File: config.mk
export PLATFORM = sky130hd
export DESIGN_NAME = video_contrast_adjust
export DESIGN_NICKNAME = d
export VERILOG_FILES = /design/src/rtl/video_contrast_adjust.sv
export SDC_FILE = /design/constraint.sdc
export NUM_CORES = 1
export LEC_CHECK = 0
export CAP_MARGIN = 10
export CORE_UTILIZATION = 40
export DETAILED_ROUTE_END_ITERATION = 12
export SLEW_MARGIN = 15
export SYNTH_ARGS = -nofsm -noshare
export SYNTH_HDL_FRONTEND = slang
export SYNTH_SLANG_ARGS = --single-unit
File: constraint.sdc
create_clock -name clk -period 8.1 [get_ports clk]
set_clock_uncertainty 0.05 [all_clocks]
set_input_delay 1.215 -clock clk [delete_from_list [all_inputs] [get_ports clk]]
set_output_delay 1.215 -clock clk [all_outputs]
set_load 0.1 [all_outputs]
File: src/rtl/video_contrast_adjust.sv
// video_contrast_adjust: per-channel out = sat(round(in*gain/2^FRAC_W) + offset) with frame-synchronous
// config commit; vs/hs/de delayed 3 cycles to stay aligned with the pixel data.
module video_contrast_adjust #(
   parameter int DATA_W = 8,
   parameter int CH     = 3,
   parameter int GAIN_W = 5,
   parameter int FRAC_W = 2,
   parameter int OFS_W  = 9
) (
   input  logic                 clk,
   input  logic                 rst,
   input  logic                 vs_in,
   input  logic                 hs_in,
   input  logic                 de_in,
   input  logic [CH*DATA_W-1:0] data_in,
   input  logic                 cfg_valid,
   input  logic [GAIN_W-1:0]    cfg_gain,
   input  logic [OFS_W-1:0]     cfg_offset,
   input  logic                 cfg_bypass,
   output logic                 vs_out,
   output logic                 hs_out,
   output logic                 de_out,
   output logic [CH*DATA_W-1:0] data_out,
   output logic                 cfg_applied
);
   localparam int PW = DATA_W + GAIN_W;
   localparam int SW = DATA_W + GAIN_W - FRAC_W + 2;
   localparam logic [GAIN_W-1:0] UNITY = GAIN_W'(1) << FRAC_W;
   localparam logic [PW:0] HALF = ((PW+1)'(1) << FRAC_W) >> 1;
   localparam logic [SW-1:0] MAXV = SW'((1 << DATA_W) - 1);

   logic [2:0] vs_q, hs_q, de_q;
   logic [GAIN_W-1:0] pend_gain_q, pend_gain_d, act_gain_q, act_gain_d;
   logic [OFS_W-1:0] pend_ofs_q, pend_ofs_d, act_ofs_q, act_ofs_d, ofs1_q;
   logic pend_byp_q, pend_byp_d, act_byp_q, act_byp_d, pend_flag_q, pend_flag_d;
   logic frame_start, commit, applied_q, byp1_q, byp2_q;
   logic [CH-1:0][PW-1:0] prod_q, prod_d;
   logic [CH-1:0][SW-1:0] sum_q, sum_d;
   logic [CH*DATA_W-1:0] pix1_q, pix2_q, data_q, data_d;

   // vs_q[0] doubles as the registered vs used for frame-start detection
   always_comb begin
      frame_start = vs_in & ~vs_q[0];
      commit      = frame_start & pend_flag_q;
      pend_gain_d = cfg_valid ? cfg_gain : pend_gain_q;
      pend_ofs_d  = cfg_valid ? cfg_offset : pend_ofs_q;
      pend_byp_d  = cfg_valid ? cfg_bypass : pend_byp_q;
      pend_flag_d = cfg_valid | (pend_flag_q & ~frame_start);
      act_gain_d  = commit ? pend_gain_q : act_gain_q;
      act_ofs_d   = commit ? pend_ofs_q : act_ofs_q;
      act_byp_d   = commit ? pend_byp_q : act_byp_q;
      for (int c = 0; c < CH; c++) begin
         prod_d[c] = PW'(data_in[c*DATA_W +: DATA_W]) * PW'(act_gain_q);
         sum_d[c]  = SW'(({1'b0, prod_q[c]} + HALF) >> FRAC_W) + SW'($signed(ofs1_q));
         data_d[c*DATA_W +: DATA_W] = !de_q[1] ? '0 :
                                      byp2_q ? pix2_q[c*DATA_W +: DATA_W] :
                                      sum_q[c][SW-1] ? '0 :
                                      (sum_q[c] > MAXV) ? DATA_W'(MAXV) : sum_q[c][DATA_W-1:0];
      end
   end

   always_ff @(posedge clk or posedge rst) begin
      if (rst) begin
         vs_q        <= '0;
         hs_q        <= '0;
         de_q        <= '0;
         pend_gain_q <= UNITY;
         pend_ofs_q  <= '0;
         pend_byp_q  <= 1'b0;
         pend_flag_q <= 1'b0;
         act_gain_q  <= UNITY;
         act_ofs_q   <= '0;
         act_byp_q   <= 1'b0;
         applied_q   <= 1'b0;
         prod_q      <= '0;
         pix1_q      <= '0;
         byp1_q      <= 1'b0;
         ofs1_q      <= '0;
         sum_q       <= '0;
         pix2_q      <= '0;
         byp2_q      <= 1'b0;
         data_q      <= '0;
      end else begin
         vs_q        <= {vs_q[1:0], vs_in};
         hs_q        <= {hs_q[1:0], hs_in};
         de_q        <= {de_q[1:0], de_in};
         pend_gain_q <= pend_gain_d;
         pend_ofs_q  <= pend_ofs_d;
         pend_byp_q  <= pend_byp_d;
         pend_flag_q <= pend_flag_d;
         act_gain_q  <= act_gain_d;
         act_ofs_q   <= act_ofs_d;
         act_byp_q   <= act_byp_d;
         applied_q   <= commit;
         prod_q      <= prod_d;
         pix1_q      <= data_in;
         byp1_q      <= act_byp_q;
         ofs1_q      <= act_ofs_q;
         sum_q       <= sum_d;
         pix2_q      <= pix1_q;
         byp2_q      <= byp1_q;
         data_q      <= data_d;
      end
   end

   assign vs_out      = vs_q[2];
   assign hs_out      = hs_q[2];
   assign de_out      = de_q[2];
   assign data_out    = data_q;
   assign cfg_applied = applied_q;
endmodule

==> reports/metrics.cfg, run 1 <==
[clock_network]
insertion_delay_ps=440
post-cts-setup-buffers=0
numClockSinks=199
cts_max_level=4
cts-root-buf=clkbuf_16
clockBufferDepth=2
path_clk_slew_ps=80
cts_resized=0
cts_buffers=17
ctsHoldBuffers=0
cts_tree=done

[timing]
period_minus_slack_ps=4680
worst_slew_pin_slew_ps=979
fin_crit_sh_pct=57.8
maxSlewViolCount=0
setup_violations=0
slew_headroom_pct=34.5
max_freq_mhz=214
setup-tns-final_ps=0
final_hold_viol_count=0
rsz0062_at_grt=no

[global_routing]
antenna_found_initial=0
grt_max_degree=144
grt_usage_pct=17.1
grt-ovfl-total=0
grt_pass1_wl_um=41400
grt_pass1_vias=8293

[yosys]
syn_area_mm2=0.0119
ys_seq_elements=199
synth_ff_type=dfrtp_1
synthCells=1150
synth_seq_area_share_pct=42.0
yosysWarnings=0
synth_edf_count=0
synthArstFlopShare_pct=100
syn_avg_cell_area_um2=10.3
synth_nets=1354
yosysUniqueCellTypes=55

[placed_design]
placed_area_mm2=0.0130
dp.cells=1582
port-buffer-count=72
gp_congestion=0.851
place_hpwl_um=18100

[detailed_routing]
vias=8128
first_pass_iters=5
via_per_inst=5.04
ant_nets=0
drc=0
routedWlPerCell_um=14.9
drtIter0Drc=394
wl_um=24100

[floorplan]
die_x_um=174
die_area_mm2=0.0303
die_h_um=174
ios=73
row_count=62
coreArea_mm2=0.0289
start_util_pct=41.0

[pwr]
p_sw_share_pct=41.8
switchingPower_mw=1.82
power_frac_clock_pct=19.9
vdd_ir_drop_max_mv=0.133
p_seq_share_pct=33.3
p_leak_nw=6.38
p_int_mw=2.54
power_frac_comb_pct=46.9
pwr_density_cell_mw_per_mm2=321

[setup_path]
worst-path-max-fanout=6
startpoint_type=input port
cp.arrival_ps=4980
cp.required_ps=8410
critPathCaptureType=register
crit_type=input port to register

[finish]
final_layout_size_suffix_gt1_share_pct=5.53
nets=1421
area_delta_synth_final_pct=14.6
fill_cells=2703
stdcell_count=1613
final_common_cell=dfrtp_1
finalInstanceArea_mm2=0.0136
fin_util_pct=47.0
diodes=0
layout_common_cells=dfrtp_1 (197), nand2_1 (147), and2_1 (103)

[run]
cap_violations=0

[worst_hold_path]
hp-class=register to register

[outcome]
outcome=completed

-- power groups by stage --
stage,clock (mW),combinational (mW),sequential [mW]
4_1_cts,0.890,2.05,1.45
5_1_grt,0.928,2.31,1.48
6_report,0.866,2.04,1.45
3_3_place_gp,0,2.01,1.47
3_5_place_dp,0,2.04,1.47
2_1_floorplan,0,1.46,1.57
-- path summary, 6_finish.rpt --
path	from	endpoint	slack, ps	cells after the start
worst max register to register	act_gain_q[3]$_DFFE_PP0P_	prod_q[12]$_DFF_PP0_	3750	12
worst min register to register	pix1_q[21]$_DFF_PP0_	pix2_q[21]$_DFF_PP0_	300	0
max in group asynchronous	rst	prod_q[3]$_DFF_PP0_	5360	3
worst max-delay path	data_in[4]	prod_q[12]$_DFF_PP0_	3420	13
min in group asynchronous	rst	hs_q[1]$_DFF_PP0_	1350	2
worst min-delay path	pix1_q[21]$_DFF_PP0_	pix2_q[21]$_DFF_PP0_	300	0
-- registers in the layout, indices dropped and copies added (netlist names), 3 cells and up --
name / count
pix2_q: 24
act_gain_q: 5
pend_gain_q: 5
act_ofs_q: 9
sum_q: 39
ofs1_q: 9
prod_q: 36
data_out: 24
pix1_q: 24
vs_q: 3
hs_q: 3
de_q: 3
pend_ofs_q: 9
-- synthesized netlist by cell type (2+ instances only) --
cell,instances,area [µm²]
nor2_1,69,259
o21a_1,5,37.5
nand3b_1,4,30.0
o211ai_1,4,30.0
nor3_1,28,140
nand4b_1,2,17.5
nand4_1,11,68.8
mux2_2,18,203
nand2_1,147,552
dfrtp_1,197,4930
o221ai_1,5,43.8
a21o_1,11,82.6
o21ai_0,20,100
nor3b_1,3,22.5
a211oi_2,2,25.0
dfstp_2,2,52.6
a211oi_1,12,90.1
nand3_1,19,95.1
a2111oi_2,2,30.0
a31oi_1,4,25.0
clkbuf_1,25,93.8
o22ai_1,5,31.3
o21bai_1,5,37.5
xor2_1,24,210
xnor2_1,51,447
a2111oi_0,3,26.3
and4_1,2,17.5
ha_1,102,1280
a21oi_1,41,205
o21ai_1,2,10.0
and3_1,10,62.6
a211o_1,2,17.5
nand2b_1,6,37.5
o31ai_1,26,195
fa_1,57,1140
inv_1,88,330
and2_1,103,644
or2_2,3,18.8
or3_1,4,25.0
o311ai_0,4,35.0
nor2b_1,6,37.5
a31o_2,3,26.3
-- through the flow --
| step | setup WS, ps | hold WS [ps] | total power [mW] |
|---|---|---|---|
| after global routing | 3150 | 306 | 4.72 |
| after global placement | 3050 | 282 | 3.48 |
| final | 3420 | 300 | 4.36 |
| after floorplan | 1410 | 281 | 3.04 |
| after detailed placement | 3000 | 285 | 3.51 |
| after CTS | 3450 | 301 | 4.40 |
-- cells by family (layout without fill, tap and decap cells) --
logic type               Yosys count  after routing  share of synthesized area, %
adder cells (fa/ha/maj)          159            159                          20.4
multiplexers                      18             18                          1.71
XOR/XNOR                          75             75                          5.54
flip-flops                       199            199                          42.0
buffers and inverters            116            195                          3.68
AO/OA/AOI/OAI                    164            164                          9.47
AND/OR/NAND/NOR                  419            419                          17.2
-- worst max-delay path, stage by stage --
cell and delay [ps]:
clkdlybuf4s50_1 530, and2_1 230, fa_1 480, fa_1 560, inv_1 60, fa_1 530, inv_1 40, ha_1 360
a21oi_1 200, o221ai_1 200, a31o_2 280, a21oi_1 160, xnor2_1 130
-- layout make-up --
| class | instances | area [µm²] | share of cell area (%) |
|---|---|---|---|
| clock inverter | 14 | 179 | 1.32 |
| inverter | 89 | 342 | 2.51 |
| tap | 384 | 480 | 3.53 |
| multi-input combinational | 835 | 6440 | 47.4 |
| sequential | 199 | 4980 | 36.6 |
| clock buffer | 17 | 425 | 3.13 |
| timing repair buffer | 75 | 743 | 5.47 |
-- metal layers --
layer	vias up	global-route usage [%]	share of wire, %
li1	3999	-	-
met3	19	2.43	2.6
met1	3988	24.3	50
met4	0	4.64	1.0
met2	122	27.4	46
met5	-	0	0
Power figures use the tool's default switching activity.
==> run 2: changes to the inputs <==
clock period = 4.05 ns   (was 8.1 ns; I/O delays follow)
==> run 2 against run 1 <==
Global-route usage increased by 0.20 points. Sequential share of layout area is 1.4 points lower. Utilization up 1.9 points. Combinational power up 120%. Non-clock buffer count is 64 higher. Hold slack hardly changed. Total power grew 110%. Die area is the same.
==> reports/metrics.cfg, run 2 (synthesized netlist as in run 1, its figures left out) <==
[setup_path]
cp.arrival_ps=4190  ; -790 ps
critPathCaptureType=register
cp.required_ps=4350  ; -4060 ps
crit_path_start=act_gain_q[2]$_DFFE_PP1P_
r2r-end=prod_q[25]$_DFF_PP0_
startpoint_type=register
crit_type=register to register
critical_path.endpoint=prod_q[25]$_DFF_PP0_
rr_worst_depth=13  ; +1
r2r_slack_ps=170  ; -3580 ps
reg2reg_from=act_gain_q[2]$_DFFE_PP1P_
worst-path-max-fanout=16  ; +10

[finish]
fill_cells=2665  ; -1.4%
diodes=0  ; unchanged
largest_reg_flops=39  ; unchanged
final_common_cell=dfrtp_1
nets=1485  ; +4.5%
top_register=sum_q
final_layout_size_suffix_gt1_share_pct=10.4  ; +4.9 points
layout_common_cells=dfrtp_1 (197), nand2_1 (147), and2_1 (103)
area_delta_synth_final_pct=19.3
fin_util_pct=48.9  ; +1.9 points
reg_top3=sum_q (39), prod_q (36)

[pwr]
switchingPower_mw=3.78  ; +110%
power_frac_clock_pct=19.7  ; -0.2 points
finalPower_mw=9.11  ; +110%
power_frac_comb_pct=48.8  ; +1.9 points
pwr_density_cell_mw_per_mm2=644  ; +100%
p_sw_share_pct=41.5  ; -0.30 points
vdd_ir_drop_max_mv=0.341  ; +160%
p_int_mw=5.33  ; +110%
p_seq_share_pct=31.5  ; -1.8 points
p_leak_nw=6.72  ; +5.3%

[detailed_routing]
routedWlPerCell_um=14.7  ; -1.5%
first_pass_iters=5  ; unchanged
via_per_inst=4.99  ; -1.0%
dr_wl_met3_um=668  ; +8.1%
wl_met1_um=12300  ; +2.4%
vias=8367  ; +2.9%
top_layer_used=met5
ant_nets=0  ; unchanged
drtIter0Drc=376  ; -4.6%
drc=0  ; unchanged
wl_um=24700  ; +2.5%
met2RoutedLength_um=11400  ; +2.1%

[clock_network]
path_clk_slew_ps=80  ; about the same
insertion_delay_ps=440  ; about the same
cts-root-buf=clkbuf_16
cts_max_level=4  ; unchanged
numClockSinks=199  ; unchanged
cts_resized=0  ; unchanged
cts_buffers=17  ; unchanged
post-cts-setup-buffers=0  ; unchanged
cts_tree=done
ctsHoldBuffers=0  ; unchanged
clockBufferDepth=2  ; unchanged

[timing]
period_minus_slack_ps=3880
worst_slew_pin_slew_ps=975  ; -4.13 ps
maxSlewViolCount=0  ; unchanged
setup_violations=0  ; unchanged
max_freq_mhz=258
rsz0062_at_grt=no
final_hold_viol_count=0  ; unchanged
fin_crit_sh_pct=95.9
slew_headroom_pct=34.8  ; +0.28 points

[placed_design]
place_hpwl_um=18800  ; +3.5%
gp_congestion=0.840  ; -1.3%
port-buffer-count=72  ; unchanged

[floorplan]
row_count=62  ; unchanged
start_util_pct=41.0  ; unchanged
die_h_um=174  ; unchanged
coreArea_mm2=0.0289  ; unchanged
ios=73  ; unchanged
die_x_um=174  ; unchanged
die_area_mm2=0.0303  ; unchanged

[run]
cap_violations=0  ; unchanged

[global_routing]
grt_max_degree=70  ; -51%
grt_usage_pct=17.3  ; +0.20 points
grt_pass1_wl_um=41600  ; +0.47%
grt_pass1_vias=8160  ; -1.6%
antenna_found_initial=1  ; +1
grt-ovfl-total=0  ; unchanged

[outcome]
outcome=completed

[worst_hold_path]
hp-class=register to register

-- run 2: cell types whose count changed in the layout (fill, tap and decap cells not counted), sizes merged --
cell,change
clkinv,-4
buf,+64
inv,+3
clkinvlp,+2
-- run 2: metrics by stage --
stage	setup slack (ps)	TNS (ps)	instances	hold slack, ps	instance area, µm²
after global routing	1.76	0	1678	308	14100
after detailed placement	-310	-2470	1646	285	13500
after floorplan	202	0	1150	281	11900
after CTS	103	0	1678	297	14100
after global placement	-240	-1870	1646	283	13500
final	167	0	1678	300	14100
-- run 2: layout make-up --
| type | count | area, µm² | area share [%] |
|---|---|---|---|
| Clock inverter | 15 | 211 | 1.49 |
| Inverter | 89 | 338 | 2.39 |
| Tap cell | 384 | 480 | 3.40 |
| Clock buffer | 17 | 425 | 3.01 |
| Multi-Input combinational cell | 835 | 6450 | 45.6 |
| Timing Repair Buffer | 139 | 1260 | 8.91 |
| Sequential cell | 199 | 4980 | 35.2 |
-- run 2: per-layer routing --
metal | up-vias | GRT usage (%)
met5 | - | 0
met4 | 2 | 4.13
met3 | 23 | 2.56
met2 | 140 | 27.6
met1 | 4077 | 24.9
li1 | 4125 | -
-- run 2: power by group through the flow --
stage | clock network [mW] | registers [mW] | logic, mW
3_3_place_gp | 0 | 2.91 | 4.34
6_report | 1.79 | 2.87 | 4.44
4_1_cts | 1.85 | 2.87 | 4.44
5_1_grt | 1.93 | 2.93 | 4.97
3_5_place_dp | 0 | 2.91 | 4.40
2_1_floorplan | 0 | 3.15 | 2.92
-- run 2: worst max-delay path, cell delays in order (launching register included) --
cell and delay, ps:
dfstp_2 560, buf_12 150, and2_1 200, fa_1 470, fa_1 550, inv_1 60
fa_1 520, inv_1 40, ha_1 330, nand3_1 120, o221ai_1 160, a41o_1 260
a21oi_1 170, xnor2_1 150
-- run 2: how the worst min path moves through the flow --
stage                         startpoint              endpoint  slack [ps]  cells past startpoint
floorplan               byp1_q$_DFF_PP0_      byp2_q$_DFF_PP0_         280                      0
global placement        byp1_q$_DFF_PP0_      byp2_q$_DFF_PP0_         280                      0
detailed placement  pix1_q[13]$_DFF_PP0_  pix2_q[13]$_DFF_PP0_         280                      0
CTS                 pix1_q[22]$_DFF_PP0_  pix2_q[22]$_DFF_PP0_         300                      0
global route        pix1_q[20]$_DFF_PP0_  pix2_q[20]$_DFF_PP0_         310                      0
finish              pix1_q[22]$_DFF_PP0_  pix2_q[22]$_DFF_PP0_         300                      0
